## src/rtl/ex_muldiv_sequencer_pkg.sv

```systemverilog
// Shared definitions for the EX-stage multiply/divide sequencer.
//   - ALU operation codes (existing single-cycle codes plus the RV32M group)
//   - sequencer FSM state encoding
//   - small decode helpers for the RV32M code group
package ex_muldiv_sequencer_pkg;

  localparam int unsigned AluCtrlW = 6;

  // Existing single-cycle ALU codes
  localparam logic [AluCtrlW-1:0] ALU_ADD  = 6'h00;
  localparam logic [AluCtrlW-1:0] ALU_SUB  = 6'h01;
  localparam logic [AluCtrlW-1:0] ALU_AND  = 6'h02;
  localparam logic [AluCtrlW-1:0] ALU_OR   = 6'h03;
  localparam logic [AluCtrlW-1:0] ALU_XOR  = 6'h04;
  localparam logic [AluCtrlW-1:0] ALU_JAL  = 6'h10;
  localparam logic [AluCtrlW-1:0] ALU_JALR = 6'h11;

  // RV32M group: codes 6'b100xxx; bit 2 selects the divide family
  localparam logic [AluCtrlW-1:0] ALU_MUL    = 6'h20;
  localparam logic [AluCtrlW-1:0] ALU_MULH   = 6'h21;
  localparam logic [AluCtrlW-1:0] ALU_MULHSU = 6'h22;
  localparam logic [AluCtrlW-1:0] ALU_MULHU  = 6'h23;
  localparam logic [AluCtrlW-1:0] ALU_DIV    = 6'h24;
  localparam logic [AluCtrlW-1:0] ALU_DIVU   = 6'h25;
  localparam logic [AluCtrlW-1:0] ALU_REM    = 6'h26;
  localparam logic [AluCtrlW-1:0] ALU_REMU   = 6'h27;

  typedef enum logic [1:0] {
    ST_IDLE = 2'd0,
    ST_CALC = 2'd1,
    ST_DONE = 2'd2
  } state_e;

  function automatic logic is_muldiv(input logic [AluCtrlW-1:0] code);
    return code[5:3] == 3'b100;
  endfunction

  function automatic logic is_div_family(input logic [AluCtrlW-1:0] code);
    return is_muldiv(code) && code[2];
  endfunction

endpackage

```

## src/rtl/muldiv_step.sv

```systemverilog
// Single combinational iteration of the shared multiply/divide datapath.
//   is_div   : 0 = shift-add multiply step, 1 = restoring divide step
//   hi       : multiply -> upper product half (bit XLEN is a spare carry, always 0)
//              divide   -> XLEN+1-bit partial remainder
//   lo       : multiply -> lower product half / remaining multiplier bits
//              divide   -> dividend bits (MSB first) / quotient bits (shifted in at LSB)
//   opnd     : multiplicand or divisor magnitude
//   hi_next, lo_next : register values after this step
module muldiv_step #(
  parameter int unsigned XLEN = 32
) (
  input  logic            is_div,
  input  logic [XLEN:0]   hi,
  input  logic [XLEN-1:0] lo,
  input  logic [XLEN-1:0] opnd,
  output logic [XLEN:0]   hi_next,
  output logic [XLEN-1:0] lo_next
);

  logic [XLEN:0] addend;
  logic [XLEN:0] sum;
  logic [XLEN:0] shifted;
  logic [XLEN:0] trial;

  always_comb begin
    addend  = lo[0] ? {1'b0, opnd} : '0;
    sum     = hi + addend;
    shifted = {hi[XLEN-1:0], lo[XLEN-1]};
    // Borrow out of the XLEN+1-bit subtract means shifted < divisor: restore.
    trial   = shifted - {1'b0, opnd};

    if (is_div) begin
      if (trial[XLEN]) begin
        hi_next = shifted;
        lo_next = {lo[XLEN-2:0], 1'b0};
      end else begin
        hi_next = trial;
        lo_next = {lo[XLEN-2:0], 1'b1};
      end
    end else begin
      // Carry of the add drops into the top of the product as it shifts right.
      hi_next = {1'b0, sum[XLEN:1]};
      lo_next = {sum[0], lo[XLEN-1:1]};
    end
  end

endmodule

```

## src/rtl/ex_muldiv_sequencer.sv

```systemverilog
// Multi-cycle RV32M controller sitting beside the single-cycle EX ALU.
// Accepts an op on the issue strobe, stalls the upstream pipeline while it iterates
// one radix-2 step per cycle, and returns a registered result with a one-cycle pulse.
// Ports:
//   clk, reset     : rising-edge clock, asynchronous active-high reset
//   start          : issue strobe, only looked at in IDLE
//   ALU_Control    : op code; only the RV32M group is accepted
//   operand_A/B    : rs1 / rs2 values
//   flush          : kill from a taken jump/branch; aborts an op in flight
//   stall          : freeze IF/ID/EX (accept cycle and every CALC cycle)
//   result_valid   : one-cycle pulse while in DONE
//   result         : final value, held until overwritten by the next completed op
module ex_muldiv_sequencer
  import ex_muldiv_sequencer_pkg::*;
#(
  parameter int unsigned XLEN = 32
) (
  input  logic            clk,
  input  logic            reset,
  input  logic            start,
  input  logic [5:0]      ALU_Control,
  input  logic [XLEN-1:0] operand_A,
  input  logic [XLEN-1:0] operand_B,
  input  logic            flush,
  output logic            stall,
  output logic            result_valid,
  output logic [XLEN-1:0] result
);

  localparam int unsigned     CntW    = $clog2(XLEN) + 1;
  localparam logic [CntW-1:0] CntInit = CntW'(XLEN);
  localparam logic [CntW-1:0] CntOne  = CntW'(1);
  localparam logic [XLEN-1:0] IntMin  = {1'b1, {(XLEN-1){1'b0}}};

  state_e          state_q, state_d;
  logic [CntW-1:0] cnt_q, cnt_d;
  logic [5:0]      op_q, op_d;
  logic [XLEN:0]   hi_q, hi_d;
  logic [XLEN-1:0] lo_q, lo_d;
  logic [XLEN-1:0] opnd_q, opnd_d;
  logic            neg_q, neg_d;
  logic [XLEN-1:0] result_q, result_d;

  // Issue-side decode
  logic            accept;
  logic            sign_a_en, sign_b_en;
  logic            sa, sb;
  logic [XLEN-1:0] mag_a, mag_b;
  logic            acc_div, acc_rem;
  logic            b_zero, div_ovf, fast;
  logic [XLEN-1:0] fast_val;

  // Completion-side fix-up
  logic [XLEN:0]     hi_n;
  logic [XLEN-1:0]   lo_n;
  logic [2*XLEN-1:0] prod, prod_fix;
  logic [XLEN-1:0]   quo_fix, rem_fix;
  logic [XLEN-1:0]   final_val;

  assign accept = (state_q == ST_IDLE) && start && is_muldiv(ALU_Control) && !flush;

  always_comb begin
    sign_a_en = 1'b0;
    sign_b_en = 1'b0;
    unique case (ALU_Control)
      ALU_MUL, ALU_MULH, ALU_DIV, ALU_REM: begin
        sign_a_en = 1'b1;
        sign_b_en = 1'b1;
      end
      ALU_MULHSU: sign_a_en = 1'b1;
      default: ;
    endcase
  end

  always_comb begin
    sa      = sign_a_en && operand_A[XLEN-1];
    sb      = sign_b_en && operand_B[XLEN-1];
    mag_a   = sa ? -operand_A : operand_A;
    mag_b   = sb ? -operand_B : operand_B;
    acc_div = is_div_family(ALU_Control);
    acc_rem = acc_div && ALU_Control[1];
    b_zero  = (operand_B == '0);
    div_ovf = ((ALU_Control == ALU_DIV) || (ALU_Control == ALU_REM)) &&
              (operand_A == IntMin) && (operand_B == '1);
    fast    = acc_div && (b_zero || div_ovf);
    if (b_zero) begin
      fast_val = acc_rem ? operand_A : '1;
    end else begin
      fast_val = acc_rem ? '0 : IntMin;
    end
  end

  muldiv_step #(
    .XLEN(XLEN)
  ) u_step (
    .is_div (op_q[2]),
    .hi     (hi_q),
    .lo     (lo_q),
    .opnd   (opnd_q),
    .hi_next(hi_n),
    .lo_next(lo_n)
  );

  // The last step's outputs feed the result directly so the pulse lands one cycle
  // after the final iteration.
  always_comb begin
    prod     = {hi_n[XLEN-1:0], lo_n};
    prod_fix = neg_q ? -prod : prod;
    quo_fix  = neg_q ? -lo_n : lo_n;
    rem_fix  = neg_q ? -hi_n[XLEN-1:0] : hi_n[XLEN-1:0];
    unique case (op_q)
      ALU_MUL:                          final_val = prod_fix[XLEN-1:0];
      ALU_MULH, ALU_MULHSU, ALU_MULHU:  final_val = prod_fix[2*XLEN-1:XLEN];
      ALU_DIV, ALU_DIVU:                final_val = quo_fix;
      default:                          final_val = rem_fix;
    endcase
  end

  always_comb begin
    state_d      = state_q;
    cnt_d        = cnt_q;
    op_d         = op_q;
    hi_d         = hi_q;
    lo_d         = lo_q;
    opnd_d       = opnd_q;
    neg_d        = neg_q;
    result_d     = result_q;
    stall        = 1'b0;
    result_valid = 1'b0;

    unique case (state_q)
      ST_IDLE: begin
        if (accept) begin
          stall = 1'b1;
          op_d  = ALU_Control;
          // Remainder takes the dividend's sign; everything else takes sA^sB.
          neg_d = acc_rem ? sa : (sa ^ sb);
          if (fast) begin
            state_d  = ST_DONE;
            result_d = fast_val;
          end else begin
            state_d = ST_CALC;
            cnt_d   = CntInit;
            hi_d    = '0;
            lo_d    = acc_div ? mag_a : mag_b;
            opnd_d  = acc_div ? mag_b : mag_a;
          end
        end
      end
      ST_CALC: begin
        stall = 1'b1;
        if (flush) begin
          state_d = ST_IDLE;
        end else begin
          hi_d  = hi_n;
          lo_d  = lo_n;
          cnt_d = cnt_q - CntOne;
          if (cnt_q == CntOne) begin
            state_d  = ST_DONE;
            result_d = final_val;
          end
        end
      end
      ST_DONE: begin
        result_valid = 1'b1;
        state_d      = ST_IDLE;
      end
      default: state_d = ST_IDLE;
    endcase
  end

  always_ff @(posedge clk or posedge reset) begin
    if (reset) begin
      state_q  <= ST_IDLE;
      cnt_q    <= '0;
      op_q     <= '0;
      hi_q     <= '0;
      lo_q     <= '0;
      opnd_q   <= '0;
      neg_q    <= 1'b0;
      result_q <= '0;
    end else begin
      state_q  <= state_d;
      cnt_q    <= cnt_d;
      op_q     <= op_d;
      hi_q     <= hi_d;
      lo_q     <= lo_d;
      opnd_q   <= opnd_d;
      neg_q    <= neg_d;
      result_q <= result_d;
    end
  end

  assign result = result_q;

endmodule

```

## config.mk

```make
export PLATFORM = sky130hd
export DESIGN_NAME = ex_muldiv_sequencer
export DESIGN_NICKNAME = d
export VERILOG_FILES = /design/src/rtl/ex_muldiv_sequencer_pkg.sv /design/src/rtl/muldiv_step.sv /design/src/rtl/ex_muldiv_sequencer.sv
export SDC_FILE = /design/constraint.sdc
export NUM_CORES = 1
export LEC_CHECK = 0
export CAP_MARGIN = 20
export CORE_ASPECT_RATIO = 1.25
export CORE_MARGIN = 2
export CORE_UTILIZATION = 50
export DETAILED_ROUTE_END_ITERATION = 6
export HOLD_SLACK_MARGIN = 0.03
export PLACE_DENSITY = 0.72
export SYNTH_ARGS = -nofsm -noshare
export SYNTH_HDL_FRONTEND = slang
export SYNTH_SLANG_ARGS = --single-unit
```

## constraint.sdc

```tcl
create_clock -name clk -period 10.55 [get_ports clk]
set_input_delay 2.6375 -clock clk [delete_from_list [all_inputs] [get_ports clk]]
set_output_delay 2.6375 -clock clk [all_outputs]
set_load 0.02 [all_outputs]
```

; After elaboration in Yosys (flattened, before gate mapping)
; Cells that the tools add are included.
[totals]
regBits = 144
[classes]
eq_ne = 23
mux = 44
n_addsub = 8
bitwise = 2
reduce_logical = 25
[ops]
columns = op, count
row1 = 2-to-1 mux 32 bit, 18
row2 = 2-to-1 mux 33 bit, 5
row3 = negator 32 bit, 4
row4 = one-hot mux 32 bit (2 select lines), 2
row5 = one-hot mux 32 bit (3 select lines), 1
row6 = "equality test 6 bit, second input constant", 11
row7 = one-hot mux 33 bit (2 select lines), 1
row8 = "equality test 32 bit, second input constant", 2
row9 = 2-to-1 mux 64 bit, 1
row10 = negator 64 bit, 1
row11 = adder 33 bit, 1
row12 = subtractor 33 x 32 -> 33 bit, 1
row13 = logical NOT 32 bit, 1
row14 = 2-to-1 mux 6 bit, 3
row15 = one-hot mux 6 bit (2 select lines), 1
row16 = logical AND 1 bit, 10
row17 = "inequality test 2 bit, second input constant", 5
row18 = 2-to-1 mux 2 bit, 4
row19 = "equality test 6 x 1 -> 1 bit, second input constant", 1
row20 = 2-to-1 mux 1 bit, 6
row21 = "subtractor 6 x 1 -> 6 bit, second input constant", 1
row22 = AND reduction 5 bit, 1
row23 = OR reduction 5 bit, 1
row24 = one-hot mux 2 bit (2 select lines), 1
row25 = 17 further kinds, 19

; Longest topological paths before layout
; Gate-level depths: netlist of run 1.
[logic_depth]
word_depth = 9
mapped_depth = 32

; Cells and area by module
; From an unflattened synthesis of run 1, not the netlist that was laid out.
[hier_totals]
hier_cells = 2108
area_unflattened_um2 = 15847.7
[by_module_without_submodules]
columns = module, area_per_inst_um2, n_inst, cells_per_inst
row1 = ex_muldiv_sequencer, 11038.1, 1, 1419
row2 = muldiv_step, 4809.6, 1, 689

; Least setup slack after synthesis of run 1
; Ideal clock, no wire load.
[synth_timing]
path_type = input to output
from = input port ALU_Control[3]
to = output port stall
t_arrival_ps = 3666
stages = 4
path_buffers = 1
setup_slack_ps = 4247
cell_sequence = nor3b_1 -> nand4b_1 -> clkbuf_1 -> nand2_1
[synth_between]
elab_chain_cells = 5
[synth_lines]
columns = item, line_no
row1 = "start, declared", ex_muldiv_sequencer.sv:21  ; input logic [5:0] ALU_Control,
row2 = equality test 3 bit, ex_muldiv_sequencer_pkg.sv:35  ; return code[5:3] == 3'b100;
row3 = logical AND 1 bit (2 in series), ex_muldiv_sequencer.sv:60  ; assign accept = (state_q == ST_IDLE) && start && is_muldiv(ALU_Control) && !flush;
row4 = 2-to-1 mux 1 bit, ex_muldiv_sequencer.sv:133  ; if (accept) begin
row5 = one-hot mux 1 bit (2 select lines), ex_muldiv_sequencer.sv:131  ; unique case (state_q)
row6 = "end, declared", ex_muldiv_sequencer.sv:25  ; output logic stall,
; Every way passes these cells.

; Final worst setup path of run 1
[layout_timing]
from = input port ALU_Control[5]
to = output port stall
; The elaborated chain is that of the path after synthesis.

==> run summary, run 1 <==
Clock slew at reported path FFs -> 70 ps
Antenna fix cells -> 0
Number of global-route vias before repair -> 16364
Slew Limit Fails -> 0
Tot GR Track Use -> 38.1%
RSZ-0062 raised after global routing -> false
Placed cell areas -> 0.0169 mm²
Slew @ Worst Pin -> 987 ps
Layout cells sized above 1 -> 5.03%
WP data required -> 7910 ps
Final Hold Fails -> 0
Status -> finished, final reports clean
Area grow syn2layout -> 12.2%
DRC violations left -> 0
PostCTS Resize Cnt -> 0
Avg Cell Area, Syn -> 7.27 µm²
Vias -> 17076
Final min period -> 7710 ps
Yosys warns -> 0
CP startpoint kind -> input pin
Hold buffer count at cts -> 0
Clock skew -> 13.3 ps
Max cap viols -> 0
Max Clk Rate -> 130 MHz
Die width -> 162 µm
Post-DR wirelength/cell -> 24.1 µm
Mapped Area -> 0.0156 mm²
Slowest-stage cell, CP -> clkdlybuf4s50_1
Cell variety after synth -> 92
Max_slew headroom -> 33.8%
Initial DRT Pass Iterations -> 6
VDD IR-drop max -> 0.168 mV
Top FF cell, synth -> dfrtp_1
Tcrit/Tclk final -> 73.0%
Number of synthesized register bits -> 144
Worst Path Arrival -> 5070 ps
Fin nets -> 2320
Async SR Flop Fraction -> 100%
Num rows -> 72
Drt initial violations -> 1586
Register area share after synthesis -> 23.1%
CORE AREA -> 0.0309 mm²
Net Count, Synth -> 2296
DRT antenna net count -> 0
First-pass GRT wire length -> 95.6 mm
Crit-path cells -> clkdlybuf4s50_1, nor3b_1, nand4b_1, nand2_1, clkdlybuf4s50_1
PortBufs -> 107
Clock Tree Buf Depth -> 2
Leakage -> 0.00702 µW
Clock root cell -> clkbuf_16
Critical path type -> in -> out
Clock Latency Late Sink -> 470 ps
Vias/cell -> 6.59
Cells after Synth -> 2148
Number of flops mapped to enable cells by yosys -> 0
Max Fanout on Critical Path -> 11
Final Core Density -> 56.7%
HP Class -> reg -> reg
TritonCTS clock tree -> done
Initial antenna violation count -> 2
Die H -> 202 µm
TritonCTS buffer count -> 17
Starting Density -> 50.6%
Final TNS setup -> 0 ps
H-tree Lvls -> 4
Detailed placer's ending HPWL -> 48.2 mm
Final Setup Violations -> 0
Sink Count -> 144
Routability cong. -> 1.02
WL final -> 62.4 mm
Crit path capture type -> output pin
CP most frequent cell -> clkdlybuf4s50_1
Final Cell Area -> 0.0175 mm²
Post-CTS Setup Bufs -> 0
Full die area -> 0.0327 mm²
Num ports -> 108
Maximum number of pins on one net before global-route repair -> 90
Pwr Density -> 346 mW/mm²
CP max stage delay -> 620 ps
Grt ovf -> 0
==> cell type report <==
class | count | area [µm²]
fill | 2979 | 13400
multi-input combinational | 1811 | 11300
sequential | 144 | 3610
timing repair buffer | 136 | 1290
tap | 407 | 509
clock buffer | 21 | 470
inverter | 62 | 238
clock inverter | 11 | 140
==> path summary, 6_finish.rpt <==
check	end	slack (ps)	from	cells past startpoint
min in group asynchronous	opnd_q[5]	2680	reset	2
worst max-delay path	stall	2840	ALU_Control[5]	5
worst max register to register	result[10]	2940	lo_q[31]	31
max in group asynchronous	op_q[2]	6350	reset	3
worst min register to register	op_q[4]	490	op_q[4]	1
worst min-delay path	op_q[4]	490	op_q[4]	1
==> power by group <==
part | switching [µW] | internal (µW)
clock | 275 | 373
combinational | 2770 | 1510
sequential | 350 | 787
==> layer usage <==
layer,global-route usage [%],vias up,routed length (µm)
li1,-,7948,-
met1,46.3,8083,24200
met2,62.3,839,28700
met3,6.53,202,5140
met4,24.1,4,4300
met5,0,-,28
==> cell usage after synthesis, types with 12 or more instances <==
cell / number / area, µm²
o21ai_1: 12 / 60.1
ha_1: 72 / 901
and2_1: 51 / 319
a21oi_1: 207 / 1040
a211oi_1: 25 / 188
o22ai_1: 14 / 87.6
or3_1: 19 / 119
o221ai_1: 15 / 131
nand2b_1: 20 / 125
dfrtp_1: 144 / 3600
nand3_1: 29 / 145
xnor2_1: 77 / 674
a21o_1: 24 / 180
a31oi_1: 36 / 225
nand2_1: 234 / 878
o31ai_1: 26 / 195
o211ai_1: 23 / 173
clkbuf_1: 105 / 394
a22o_1: 13 / 114
nor2b_1: 15 / 93.8
nor2_1: 224 / 841
o21a_1: 25 / 188
inv_1: 60 / 225
nor4_1: 12 / 75.1
mux2i_1: 43 / 430
xor2_1: 54 / 473
a2111oi_0: 16 / 140
nand4_1: 27 / 169
nor3_1: 67 / 335
o21ai_0: 238 / 1190
==> critical path: cells and delay by family <==
family / cells / cell delay (ps)
buffers and inverters: 2 / 1070
AND/OR/NAND/NOR: 3 / 1350
==> cells in the final DEF (no fill, tap or decap), types with 28 or more instances in the layout <==
master,n
xnor2_1,77
a21oi_1,207
buf_4,29
ha_1,72
a31oi_1,36
nand2_1,233
xor2_1,54
nor2_1,224
dfrtp_1,142
nor3_1,66
inv_1,59
mux2i_1,43
nand3_1,28
o21ai_0,238
and2_1,50
clkdlybuf4s50_1,107
==> state kept, by name (all words and copies together), names as in the netlist <==
name and flops:
cnt_q 6, hi_q 33, lo_q 32, neg_q 1, op_q 6, opnd_q 32
result 32, state_q 2
==> metrics by stage <==
step	hold WS, ps	total power (µW)	instances	worst slack [ps]
3_3_place_gp	471	5210	2560	2860
5_1_grt	512	6460	2592	2530
6_report	491	6060	2592	2840
4_1_cts	497	5940	2592	2850
2_1_floorplan	453	3960	2148	4050
3_5_place_dp	477	5270	2560	2740
==> cells by family after synthesis <==
kind of cell	count (synthesis)	synth area share, %
AO/OA/AOI/OAI	779	31.4
AND/OR/NAND/NOR	772	23.6
buffers and inverters	193	4.96
flip-flops	144	23.1
XOR/XNOR	131	7.34
adder cells (fa/ha/maj)	74	6.02
multiplexers	55	3.62
Power figures use the tool's default switching activity.
==> inputs of run 2 (changes only) <==
clock period = 7.2 ns   (was 10.55 ns; I/O delays follow)
==> run 2 against run 1 <==
Net effect:
- power rose by 53%
- cell count rose by 1.5%
- sequential power up 45%
- sequential share of layout area fell by 0.40 points
- worst hold slack got worse by 3.4 ps
==> run summary, run 2 (synthesis results as in run 1) <==
Max reg flops -> 33 (unchanged)
Drt initial violations -> 1700 (+7.2%)
Die width -> 162 µm (unchanged)
Number of global-route vias before repair -> 16668 (+1.9%)
Top reg by flops -> hi_q
CP max stage delay -> 600 ps (-20 ps)
CORE AREA -> 0.0309 mm² (unchanged)
Max_slew headroom -> 34.6% (+0.79 points)
Final Core Density -> 57.8% (+1.1 points)
HP Class -> reg -> reg
DRC violations left -> 0 (unchanged)
Max cap viols -> 0 (unchanged)
Antenna fix cells -> 0 (unchanged)
Leakage -> 0.00722 µW (+2.9%)
Pwr Density -> 518 mW/mm² (+50%)
TritonCTS clock tree -> done
H-tree Lvls -> 4 (unchanged)
Slew @ Worst Pin -> 979 ps (-7.29 ps)
Family with the most delay on the worst path -> simple AND/OR/NAND/NOR gates
Post-DR wirelength/cell -> 24.7 µm (+2.5%)
Internal -> 4100 µW (+53%)
VDD IR-drop max -> 0.326 mV (+93%)
Switch Pwr -> 5160 µW (+52%)
Clock root cell -> clkbuf_16
Clock slew at reported path FFs -> 70 ps (about the same)
WP data required -> 7550 ps (-360 ps)
Fin nets -> 2359 (+1.7%)
Final min period -> 6810 ps
Detailed placer's ending HPWL -> 50.5 mm (+4.7%)
Buf+Inv Stages, Crit Path -> 1 (-1)
Clock share of power -> 10.1% (-0.6 points)
Vias -> 17513 (+2.6%)
Die H -> 202 µm (unchanged)
PortBufs -> 107 (unchanged)
Num ports -> 108 (unchanged)
Starting Density -> 50.6% (unchanged)
Tot GR Track Use -> 39.2% (+1.1 points)
Status -> finished, final reports clean
Full die area -> 0.0327 mm² (unchanged)
Clock skew -> 10.4 ps (-2.85 ps)
R2R Setup Slk -> 390 ps (-2550 ps)
Initial DRT Pass Iterations -> 7 (+1)
Worst Path Arrival -> 7170 ps (+2100 ps)
Most frequent cells in the layout -> o21ai_0 (238), nand2_1 (233), nor2_1 (224), a21oi_1 (207), dfrtp_1 (142)
Area grow syn2layout -> 14.4%
Final TNS setup -> 0 ps (unchanged)
Critical path type -> reg -> reg
Final Hold Fails -> 0 (unchanged)
Initial antenna violation count -> 0 (-2)
Hold path depth -> 1 (unchanged)
Sink Count -> 144 (unchanged)
Top Metal Used -> met4
TritonCTS buffer count -> 17 (unchanged)
Worst path depth -> 25 (+20)
Met2 WL -> 30.8 mm (+7.3%)
Commonest non-fill, non-tap cell in the layout -> o21ai_0
Comb pwr share -> 72.0% (+1.4 points)
Crit path capture type -> flop
Grt ovf -> 0 (unchanged)
Routability cong. -> 1.02 (+0.74%)
Switch share -> 55.7% (-0.20 points)
Slew Limit Fails -> 0 (unchanged)
First-pass GRT wire length -> 97.8 mm (+2.3%)
Max Fanout on Critical Path -> 15 (+4)
WL final -> 64.9 mm (+4.1%)
Met1 wire length -> 25.0 mm (+3.2%)
Sequential power share -> 17.8% (-0.9 points)
Clock Latency Late Sink -> 460 ps (about the same)
Num rows -> 72 (unchanged)
Layout cells sized above 1 -> 6.83% (+1.8 points)
RSZ-0062 raised after global routing -> false
Maximum number of pins on one net before global-route repair -> 92 (+2.2%)
Final Setup Violations -> 0 (unchanged)
Max Clk Rate -> 147 MHz
CP startpoint kind -> flop
Clock Tree Buf Depth -> 2 (unchanged)
DRT antenna net count -> 0 (unchanged)
Vias/cell -> 6.66 (+1.0%)
Routed wl met3 -> 4.62 mm (-10%)
Tcrit/Tclk final -> 94.6%
Worst R2R Path Depth -> 25 (-19%)
Hold buffer count at cts -> 0 (unchanged)
Hold slack -> 487 ps (-3.44 ps)
Slowest-stage cell, CP -> or4_1
run 2: per-layer routing:
metal	track usage [%]	up-vias
li1	-	8019
met1	46.5	8331
met2	66.4	934
met3	5.32	229
met4	24.9	0
met5	0	-
run 2: final cells by class:
class,instances,area [µm²]
fillers,2976,13000
multi-input cells,1811,11300
flip-flops and latches,144,3610
repair buffers,175,1630
well taps,407,509
clock buffers,17,425
inverters,62,238
clock inverters,15,181
run 2: path summary, 6_finish.rpt:
path	from	to
setup / recovery	lo_q[31]	result[31]
hold / removal	op_q[3]	op_q[3]
setup reg to reg	lo_q[31]	result[31]
hold reg to reg	op_q[3]	op_q[3]
max in group asynchronous	reset	hi_q[16]
min in group asynchronous	reset	lo_q[6]
run 2: what timing repair did:
action | in CTS | in global routing
buffers inserted | 0 | 0
gates resized for setup | 0 | 2
endpoints found under the hold margin | 0 | 0
setup endpoints to repair | 0 | 4
run 2: through the flow:
stage                     worst slack, ps  cell area, µm²  instances  total power (µW)
after global placement                515           17200       2598              7950
after detailed placement              357           17200       2598              8010
final                                 385           17900       2631              9250
after floorplan                      1140           15600       2148              5800
after global routing                 38.6           17900       2631              9780
after CTS                             344           17800       2630              8990
run 2: power by group through the flow:
stage / sequential [µW] / combinational [µW] / clock (µW)
2_1_floorplan: 1490 / 4300 / 0
3_3_place_gp: 1650 / 6310 / 0
3_5_place_dp: 1660 / 6350 / 0
4_1_cts: 1650 / 6400 / 944
5_1_grt: 1690 / 7120 / 973
6_report: 1650 / 6660 / 939
==> inputs of run 3 (changes only) <==
CAP_MARGIN = 15   (was 20)
==> run 3 against run 2 <==
Net effect:
- the run now ends with design-rule violations left
- largest power group unchanged
- wire length shrank 0.29%
- worst hold slack improved by 0.72 ps
- cell count about the same
- combinational power fell by 0.8%
- critical path depth unchanged
- utilization down 0.089 points
- via count shrank 0.27%
==> run summary, run 3 (synthesis results as in run 1) <==
Status -> finished, violations left
Failing checks -> design-rule violations
Initial antenna violation count -> 0 (unchanged)
Die width -> 162 µm (unchanged)
Sink Count -> 144 (unchanged)
Num rows -> 72 (unchanged)
Fin nets -> 2358 (-0.042%)
Worst Path Arrival -> 7180 ps (about the same)
Area grow syn2layout -> 14.2%
First-pass GRT wire length -> 97.8 mm (unchanged)
Finished Layout Cells -> 2630 (-0.038%)
Full die area -> 0.0327 mm² (unchanged)
TritonCTS buffer count -> 17 (unchanged)
Area of the multi-input gates -> 0.0113 mm² (unchanged)
Reg-to-reg startpoint -> lo_q[31]
Final Core Density -> 57.7% (-0.089 points)
# fillers -> 2979 (+0.10%)
Worst R2R Path Depth -> 25 (unchanged)
Number of global-route vias before repair -> 16668 (unchanged)
TritonCTS clock tree -> done
Final Cell Area -> 0.0178 mm² (-0.15%)
Final TNS setup -> 0 ps (unchanged)
Final min period -> 6830 ps (+11.7 ps)
Critical path type -> reg -> reg
Clock Latency Late Sink -> 460 ps (about the same)
CORE AREA -> 0.0309 mm² (unchanged)
Hold path depth -> 1 (unchanged)
VDD IR-drop max -> 0.325 mV (-0.27%)
Num ports -> 108 (unchanged)
Max Fanout on Critical Path -> 15 (unchanged)
Slew @ Worst Pin -> 1170 ps (+192 ps)
Initial DRT Pass Iterations -> 7 (unchanged)
Placed cell areas -> 0.0172 mm² (unchanged)
PortBufs -> 107 (unchanged)
Vias/cell -> 6.64 (-0.24%)
Drt initial violations -> 1634 (-3.9%)
Commonest non-fill, non-tap cell in the layout -> o21ai_0
Slew Limit Fails -> 0 (unchanged)
Hold endpoint -> op_q[3]
Clock root cell -> clkbuf_16
Max reg flops -> 33 (unchanged)
Clock slew at reported path FFs -> 60 ps (about the same)
Clock skew -> 8.76 ps (-1.66 ps)
WL final -> 64.7 mm (-0.29%)
DRC violations left -> 3 (+3)
RSZ-0062 raised after global routing -> false
Max_slew headroom -> 21.9% (-13 points)
Tot GR Track Use -> 39.2% (unchanged)
Final Setup Violations -> 0 (unchanged)
CP startpoint kind -> flop
H-tree Lvls -> 4 (unchanged)
Pwr Density -> 517 mW/mm² (-0.22%)
Seq. cell area -> 0.00361 mm² (unchanged)
Most frequent cells in the layout -> o21ai_0 (238), nand2_1 (233), nor2_1 (224), a21oi_1 (207), dfrtp_1 (142)
Max Clk Rate -> 146 MHz (-0.17%)
WP data required -> 7560 ps (about the same)
Routability cong. -> 1.02 (unchanged)
Crit path capture type -> flop
Leakage -> 0.00721 µW (-0.17%)
R2R Setup Slk -> 370 ps (about the same)
Starting Density -> 50.6% (unchanged)
Clock Tree Buf Depth -> 2 (unchanged)
Die H -> 202 µm (unchanged)
Vias -> 17465 (-0.27%)
End of the worst register-to-register path -> result[31]
Detailed placer's ending HPWL -> 50.5 mm (unchanged)
Antenna fix cells -> 0 (unchanged)
DRT antenna net count -> 0 (unchanged)
Max cap viols -> 0 (unchanged)
Final Hold Fails -> 0 (unchanged)
HP Class -> reg -> reg
Hold slack -> 488 ps (+0.717 ps)
Hold path start -> op_q[3]
Top reg by flops -> hi_q
Grt ovf -> 0 (unchanged)
Post-CTS Setup Bufs -> 0 (unchanged)
Layout cells sized above 1 -> 6.79% (-0.042 points)
Maximum number of pins on one net before global-route repair -> 92 (unchanged)
Tcrit/Tclk final -> 94.8% (+0.16 points)
Placed Cells -> 2598 (unchanged)
Post-DR wirelength/cell -> 24.6 µm (-0.25%)
-- run 3: changes by cell type in the layout (fill, tap and decap cells not counted) --
cell,change
buf_16,-1
-- run 3: per-layer routing --
metal	track usage (%)	share of wire, %
met2	66.4	48
met1	46.5	38
met4	24.9	7.0
met5	0	0
met3	5.32	7.3
-- run 3: area by class of cell --
type / instances / area share [%]
Clock buffer: 17 / 2.38
Clock inverter: 15 / 1.02
Inverter: 62 / 1.33
Multi-Input combinational cell: 1811 / 63.2
Sequential cell: 144 / 20.2
Tap cell: 407 / 2.85
Timing Repair Buffer: 174 / 8.96
-- run 3: per-stage QoR --
stage          setup slack (ps)  power, µW
3_3_place_gp                515       7950
5_1_grt                    34.9       9750
2_1_floorplan              1140       5800
4_1_cts                     344       8990
3_5_place_dp                357       8010
6_report                    374       9220
-- run 3: what timing repair did --
item,4_1_cts,5_1_grt
hold buffers,0,0
setup endpoints to repair,0,4
resized for setup,0,2
-- run 3: worst max-delay path by stage --
stage             start  depth (start not counted)  slack (ps)          to
3_3_place_gp   lo_q[31]                         25         510  result[27]
4_1_cts        lo_q[31]                         25         340  result[27]
2_1_floorplan  lo_q[31]                         28        1140  result[30]
3_5_place_dp   lo_q[31]                         25         360  result[27]
5_1_grt        lo_q[31]                         26          30  result[17]
6_report       lo_q[31]                         25         370  result[31]
-- run 3: worst max-delay path: stages, from the launching register on --
cell and delay [ps]:
dfrtp_1 380, inv_1 60, ha_1 210, fa_1 390, and2b_2 270, o2111ai_4 170, a211oi_2 360, nor2_1 170
o211ai_1 300, a41oi_1 210, nor2b_1 150, o21ai_0 80, nand2b_1 80, ha_2 380, nor3b_2 300, o2111ai_1 180
or2_1 300, nor2_1 220, nand3_1 160, or2_1 340, or3_1 490, or4_1 610, o41ai_1 410, xor2_1 180
o21ai_1 70, o31ai_1 230
-- run 3: power by group --
group / internal (µW) / switching (µW)
sequential: 1150 / 521
combinational: 2380 / 4230
clock: 547 / 390
